$ cat config.mk
export PLATFORM = sky130hd
export DESIGN_NAME = status_display_flat
export DESIGN_NICKNAME = d
export VERILOG_FILES = /design/src/rtl/status_display_if.sv /design/src/rtl/status_display.sv /design/src/flat_wrapper.sv
export SDC_FILE = /design/constraint.sdc
export NUM_CORES = 1
export LEC_CHECK = 0
export CAP_MARGIN = 30
export CORE_ASPECT_RATIO = 1.2
export CORE_MARGIN = 4
export CORE_UTILIZATION = 55
export CTS_CLUSTER_DIAMETER = 30
export DETAILED_ROUTE_END_ITERATION = 10
export MAX_ROUTING_LAYER = met4
export PLACE_DENSITY = 0.77
export SYNTH_ARGS = -nofsm -noshare
export SYNTH_HDL_FRONTEND = slang
export SYNTH_SLANG_ARGS = --single-unit
$ cat constraint.sdc
create_clock -name clk -period 3.05 [get_ports clk]
set_input_delay 0.4575 -clock clk [delete_from_list [all_inputs] [get_ports clk]]
set_output_delay 0.4575 -clock clk [all_outputs]
set_load 0.02 [all_outputs]
$ cat src/rtl/status_display_if.sv
// Display-side bundle for status_display: the values to show and the
// multiplexed seven-segment drive that shows them.
interface status_display_if;
    logic [3:0] image_index;
    logic [7:0] blend_factor;
    logic [6:0] seg;
    logic       dp;
    logic [3:0] an;

    modport master (output image_index, blend_factor, input seg, dp, an);
    modport slave  (input image_index, blend_factor, output seg, dp, an);
endinterface

$ cat src/rtl/status_display.sv
// Four-digit multiplexed seven-segment driver: hex image index on the left digit,
// blend factor as three decimal digits (sequential double-dabble) on the right.
module status_display #(
    parameter int REFRESH_DIV = 100000
) (
    input  logic             clk,
    input  logic             rst,
    status_display_if.slave  disp
);

    localparam int PW = (REFRESH_DIV > 2) ? $clog2(REFRESH_DIV) : 1;
    localparam logic [PW-1:0] PRESC_LAST = PW'(REFRESH_DIV - 1);
    localparam logic [6:0]    SEG_BLANK  = 7'b1111111;

    typedef enum logic [1:0] {IDLE, CONV, DONE} state_t;

    function automatic logic [6:0] seg_code(input logic [3:0] v);
        case (v)
            4'h0: return 7'b1000000;
            4'h1: return 7'b1111001;
            4'h2: return 7'b0100100;
            4'h3: return 7'b0110000;
            4'h4: return 7'b0011001;
            4'h5: return 7'b0010010;
            4'h6: return 7'b0000010;
            4'h7: return 7'b1111000;
            4'h8: return 7'b0000000;
            4'h9: return 7'b0010000;
            4'hA: return 7'b0001000;
            4'hB: return 7'b0000011;
            4'hC: return 7'b1000110;
            4'hD: return 7'b0100001;
            4'hE: return 7'b0000110;
            default: return 7'b0001110;
        endcase
    endfunction

    // One double-dabble iteration: BCD lives in [19:8], binary in [7:0].
    function automatic logic [19:0] dabble_step(input logic [19:0] s);
        logic [19:0] a;
        // NOTE: blocking '=' is right here -- this is combinational scratch work
        // inside a function; registers below are only ever updated with '<='.
        a = s;
        for (int i = 0; i < 3; i++) begin
            if (a[8+4*i +: 4] >= 4'd5)
                a[8+4*i +: 4] = a[8+4*i +: 4] + 4'd3;
        end
        return {a[18:0], 1'b0};
    endfunction

    logic [3:0]    in_idx_q, snap_idx, hex_r;
    logic [7:0]    in_blend_q, snap_blend;
    logic [3:0]    bcd_hund, bcd_tens, bcd_ones;
    logic [19:0]   shreg;
    logic [2:0]    iter;
    state_t        state;

    logic [PW-1:0] presc;
    logic [1:0]    digit_sel, next_sel;
    logic [3:0]    an_r, next_an;
    logic [6:0]    seg_r, next_seg;
    logic          dp_r, next_dp;

    // Reset values match the button block's defaults so no conversion runs at start.
    always_ff @(posedge clk or posedge rst) begin
        if (rst) begin
            in_idx_q   <= '0;
            in_blend_q <= 8'd128;
            snap_idx   <= '0;
            snap_blend <= 8'd128;
            state      <= IDLE;
            shreg      <= '0;
            iter       <= '0;
            hex_r      <= '0;
            bcd_hund   <= 4'd1;
            bcd_tens   <= 4'd2;
            bcd_ones   <= 4'd8;
        end else begin
            in_idx_q   <= disp.image_index;
            in_blend_q <= disp.blend_factor;
            case (state)
                IDLE: begin
                    if ({in_idx_q, in_blend_q} != {snap_idx, snap_blend}) begin
                        snap_idx   <= in_idx_q;
                        snap_blend <= in_blend_q;
                        shreg      <= {12'b0, in_blend_q};
                        iter       <= '0;
                        state      <= CONV;
                    end
                end
                CONV: begin
                    shreg <= dabble_step(shreg);
                    iter  <= iter + 3'd1;
                    if (iter == 3'd7)
                        state <= DONE;
                end
                DONE: begin
                    hex_r    <= snap_idx;
                    bcd_hund <= shreg[19:16];
                    bcd_tens <= shreg[15:12];
                    bcd_ones <= shreg[11:8];
                    state    <= IDLE;
                end
                default: state <= IDLE;
            endcase
        end
    end

    // Content of the digit the next scan tick will select, with leading-zero blanking.
    always_comb begin
        // NOTE: every output gets a default first so no path leaves one unassigned
        // (which would infer a latch).
        next_sel = digit_sel + 2'd1;
        next_an  = 4'b1111;
        next_seg = SEG_BLANK;
        next_dp  = 1'b1;
        case (next_sel)
            2'd0: begin
                next_an  = 4'b1110;
                next_seg = seg_code(bcd_ones);
            end
            2'd1: begin
                next_an = 4'b1101;
                if (bcd_hund != 4'd0 || bcd_tens != 4'd0)
                    next_seg = seg_code(bcd_tens);
            end
            2'd2: begin
                next_an = 4'b1011;
                if (bcd_hund != 4'd0)
                    next_seg = seg_code(bcd_hund);
            end
            default: begin
                next_an  = 4'b0111;
                next_seg = seg_code(hex_r);
                next_dp  = 1'b0;
            end
        endcase
    end

    always_ff @(posedge clk or posedge rst) begin
        if (rst) begin
            presc     <= '0;
            digit_sel <= 2'd3;
            an_r      <= 4'b1111;
            seg_r     <= SEG_BLANK;
            dp_r      <= 1'b1;
        end else if (presc == PRESC_LAST) begin
            presc     <= '0;
            digit_sel <= next_sel;
            an_r      <= next_an;
            seg_r     <= next_seg;
            dp_r      <= next_dp;
        end else begin
            presc <= presc + PW'(1);
        end
    end

    assign disp.an  = an_r;
    assign disp.seg = seg_r;
    assign disp.dp  = dp_r;

endmodule
$ cat src/flat_wrapper.sv
// flat-port wrapper written by rule: the top's interface ports become plain ports
module status_display_flat 
#(
    parameter int REFRESH_DIV = 100000
)
  (clk, rst, disp_image_index, disp_blend_factor, disp_seg, disp_dp, disp_an);
  status_display_if disp_i ();
  input  logic clk;
  input  logic rst;
  input wire logic [$bits(disp_i.image_index)-1:0] disp_image_index;
  input wire logic [$bits(disp_i.blend_factor)-1:0] disp_blend_factor;
  output wire logic [$bits(disp_i.seg)-1:0] disp_seg;
  output wire logic [$bits(disp_i.dp)-1:0] disp_dp;
  output wire logic [$bits(disp_i.an)-1:0] disp_an;
  assign disp_i.image_index = disp_image_index;
  assign disp_i.blend_factor = disp_blend_factor;
  assign disp_seg = disp_i.seg;
  assign disp_dp = disp_i.dp;
  assign disp_an = disp_i.an;
  status_display #(.REFRESH_DIV(REFRESH_DIV)) u_core (.clk(clk), .rst(rst), .disp(disp_i));
endmodule
==> metrics.txt <==
run status=finished clean; most repeated cell in the gate-level netlist after synthesis=sky130_fd_sc_hd__nand2_1; number of standard cells after synthesis=540; vias in the first global route=~4000; max-capacitance violation count=0; floorplan die width=a little under 100 um; Crit Path Category=reg2reg; kind of cell adding the most delay to the critical path=simple AND/OR/NAND/NOR gates; Core Rows=39; GR Overflow Total=0; Yosys top cell area share=a little over a third; number of antenna violations at the first check in global routing=0; boundary pin count=26; final hold violation count=0; final setup violating endpoints=0; clock tree root buffer cell=sky130_fd_sc_hd__clkbuf_16; number of warning messages in the yosys log=0; minimum clock period=2.28 ns; EDFF count, synth=0; required time reported for the critical path endpoint=3.34 ns; Final Slew Violations=0; Via-to-Cell Ratio=5.72; Logic pwr share=about 39%; largest fanout on the critical path=7; Highest Clock Rate=between 0.4 and 0.5 GHz; worst path arrival time=2.57 ns; Synth Register Bits=between 90 and 100; count of input and output buffers=25; Sequential Power Share=39.1%; sequential element share of the synthesized area=44.6%; worst slack, placed=0.796 ns; cell type with the highest aggregate area in the netlist=sky130_fd_sc_hd__dfrtp_1; RSZ-0062 raised after global routing=no; final core utilization=63.7%; PD cells=893 nW/um^2; floorplan die height=117 um; number of buffers and inverters on the critical path=1; number of remaining DRC errors=0; Clk pwr share=22.2%; sw power=0.00205 W; cell type of the slowest stage on the worst timing path=sky130_fd_sc_hd__or3b_4; maximum number of buffers from clock root to sink=2; largest incremental delay on the critical path=0.43 ns; leakage power figure=about 2.7 nW; depth of the worst register-to-register path=7; post-synthesis average cell area=10.1 um^2; Initial Utilization=56.8%; internal power summed over all cells=0.00339 W; largest clock skew in the final design=around 0.0076 ns; total clock buffers created by CTS=9; count of distinct cell types in the synthesized netlist=56; Min Hold Slack=0.447 ns; transition time of the tightest slew-check pin=0.732 ns; worst-case vdd ir drop=0.492 mV; CTS tree=done; Final Cycle Share=74.7%; cells taking the most area after synthesis=sky130_fd_sc_hd__dfrtp_1 35%, sky130_fd_sc_hd__ha_1 10%, sky130_fd_sc_hd__dfstp_2 9.2%, sky130_fd_sc_hd__nand2_1 5.5%, sky130_fd_sc_hd__xnor2_1 4.2%; async set-reset flop share out of synthesis=100%; routability congestion estimate from global placement=0.929; Total Neg Setup Slack=0 ns; commonest cells in the synthesized netlist=79 x sky130_fd_sc_hd__nand2_1, 77 x sky130_fd_sc_hd__dfrtp_1, 44 x sky130_fd_sc_hd__ha_1; relative area change from synthesis to final layout=12.2%; average wire per standard cell=~15 um; Crit. End Element=register; detailed router's first-iteration violation count=around 130; worst setup slack after layout=0.771 ns; overall routing resource usage=20.2%; Syn Std Cell Area=around 5400 um^2; CP cell instances=inv_1 > ha_1 > or3b_4 > nor4b_4 > o21ai_1 > a311oi_1 > a21o_1; die area=between 10000 and 15000 um^2; Sw Share=37.6%; clock edge transition at the registers on the reported setup and hold paths=0.07 ns; count of antenna-violating nets left after detailed routing=0; number of nets produced by synthesis=598; area inside the core boundary=between 9000 and 10000 um^2; clock latency on the worst-skew pair=0.35 ns; wirelength, routed=10400 um; first drt pass iteration count=5; CTS Hold Bufs=0; Layout Nets=around 610; number of clock sinks seen by CTS=96; worst hold path type=in2async; Vias=3904; layout cells sized above 1=about 12%; Filler Cell Count=760; largest net degree at the start of global routing=44; dominant synthesized flop cell=sky130_fd_sc_hd__dfrtp_1; instance count on the critical path=7; hpwl dp=7510 um; relative max-transition margin=around half; antenna cell count=0; first-pass GRT wire length=around 18000 um; post-CTS setup repair buffer count=0; kind of launch point of the worst setup path=register; number of gates resized after cts=0; H-tree levels=3
through the flow:
step | cell area, um^2 | power, W | instances
2_1_floorplan | 5430 | 0.00376 | 540
3_3_place_gp | 5780 | 0.00412 | 667
3_5_place_dp | 5780 | 0.00421 | 667
4_1_cts | 6100 | 0.00547 | 683
5_1_grt | 6100 | 0.00588 | 683
6_report | 6100 | 0.00544 | 683
state kept, by name (all words and copies together), names as in the netlist:
register / cells
u_core.shreg: 20
u_core.state: 2
u_core.disp.dp: 1
u_core.disp.seg: 7
u_core.presc: 17
u_core.digit_sel: 2
u_core.bcd_ones: 4
u_core.snap_blend: 8
u_core.in_blend_q: 8
u_core.in_idx_q: 4
u_core.disp.an: 4
u_core.snap_idx: 4
u_core.hex_r: 4
u_core.iter: 3
u_core.bcd_hund: 4
u_core.bcd_tens: 4
placed cells by master, fill, tap and decap left out, types with 6 or more instances in the layout:
| cell type | count |
|---|---|
| sky130_fd_sc_hd__nor2b_1 | 10 |
| sky130_fd_sc_hd__clkbuf_16 | 9 |
| sky130_fd_sc_hd__mux2_2 | 14 |
| sky130_fd_sc_hd__a22o_1 | 17 |
| sky130_fd_sc_hd__nor3_1 | 6 |
| sky130_fd_sc_hd__o21ai_1 | 6 |
| sky130_fd_sc_hd__dfstp_2 | 19 |
| sky130_fd_sc_hd__nand2_1 | 79 |
| sky130_fd_sc_hd__inv_1 | 20 |
| sky130_fd_sc_hd__mux2i_1 | 16 |
| sky130_fd_sc_hd__xor2_1 | 6 |
| sky130_fd_sc_hd__clkdlybuf4s50_1 | 25 |
| sky130_fd_sc_hd__xnor2_1 | 26 |
| sky130_fd_sc_hd__o21ai_0 | 35 |
| sky130_fd_sc_hd__nand3_1 | 11 |
| sky130_fd_sc_hd__a221o_1 | 8 |
| sky130_fd_sc_hd__a21oi_1 | 15 |
| sky130_fd_sc_hd__dfrtp_1 | 77 |
| sky130_fd_sc_hd__nor2_1 | 30 |
| sky130_fd_sc_hd__and3_1 | 6 |
| sky130_fd_sc_hd__ha_1 | 44 |
| sky130_fd_sc_hd__nand2b_1 | 8 |
final timing paths:
| kind | from | end | slack [ns] |
|---|---|---|---|
| setup / recovery | u_core.bcd_hund[1]$_DFFE_PP0N_ | u_core.disp.seg[1]$_DFFE_PP1N_ | 0.77 |
| min in group clk | u_core.disp.an[0]$_DFFE_PP1N_ | u_core.disp.an[0]$_DFFE_PP1N_ | 0.46 |
| max in group asynchronous | rst | u_core.snap_blend[7]$_DFFE_PP1P_ | 1.86 |
| hold reg to reg | u_core.disp.an[0]$_DFFE_PP1N_ | u_core.disp.an[0]$_DFFE_PP1N_ | 0.46 |
| setup reg to reg | u_core.bcd_hund[1]$_DFFE_PP0N_ | u_core.disp.seg[1]$_DFFE_PP1N_ | 0.77 |
| hold / removal | rst | u_core.snap_idx[2]$_DFFE_PP0P_ | 0.45 |
worst register-to-register path: stages, from the launching register on:
cell	delay [ns]
sky130_fd_sc_hd__dfrtp_1	0.42
sky130_fd_sc_hd__inv_1	0.17
sky130_fd_sc_hd__ha_1	0.31
sky130_fd_sc_hd__or3b_4	0.43
sky130_fd_sc_hd__nor4b_4	0.35
sky130_fd_sc_hd__o21ai_1	0.12
sky130_fd_sc_hd__a311oi_1	0.28
sky130_fd_sc_hd__a21o_1	0.12
power groups by stage:
stage	registers (W)	logic, W	clock network (W)
global route	0.00221	0.00239	0.00129
detailed placement	0.00214	0.00208	0
CTS	0.00212	0.00212	0.00124
floorplan	0.00189	0.00188	0
finish	0.00213	0.00211	0.00121
global placement	0.00211	0.00201	0
kinds of logic after synthesis:
| kind of cell | after synthesis | synth area share (%) |
|---|---|---|
| AND/OR/NAND/NOR | 172 | 15.4 |
| AO/OA/AOI/OAI | 117 | 14.8 |
| flip-flops | 96 | 44.6 |
| buffers and inverters | 48 | 3.57 |
| adder cells (fa/ha/maj) | 44 | 10.1 |
| XOR/XNOR | 32 | 5.16 |
| multiplexers | 31 | 6.26 |
layer usage:
layer  vias up  part of all wire, %  global-route usage [%]
met4         0                  2.8                    8.74
met3        21                  3.1                    3.44
met5         -                    0                       -
met2        79                   50                    34.2
li1       1917                    -                       -
met1      1887                   44                    23.8
layout make-up:
type	instances	area, um^2	share of cell area (%)
tap	123	154	2.52
sequential	96	2430	39.8
clock inverter	6	90.1	1.48
multi-input combinational	396	2810	46.2
timing repair buffer	30	300	4.93
inverter	22	83.8	1.37
clock buffer	10	229	3.76
Power figures use the tool's default switching activity.
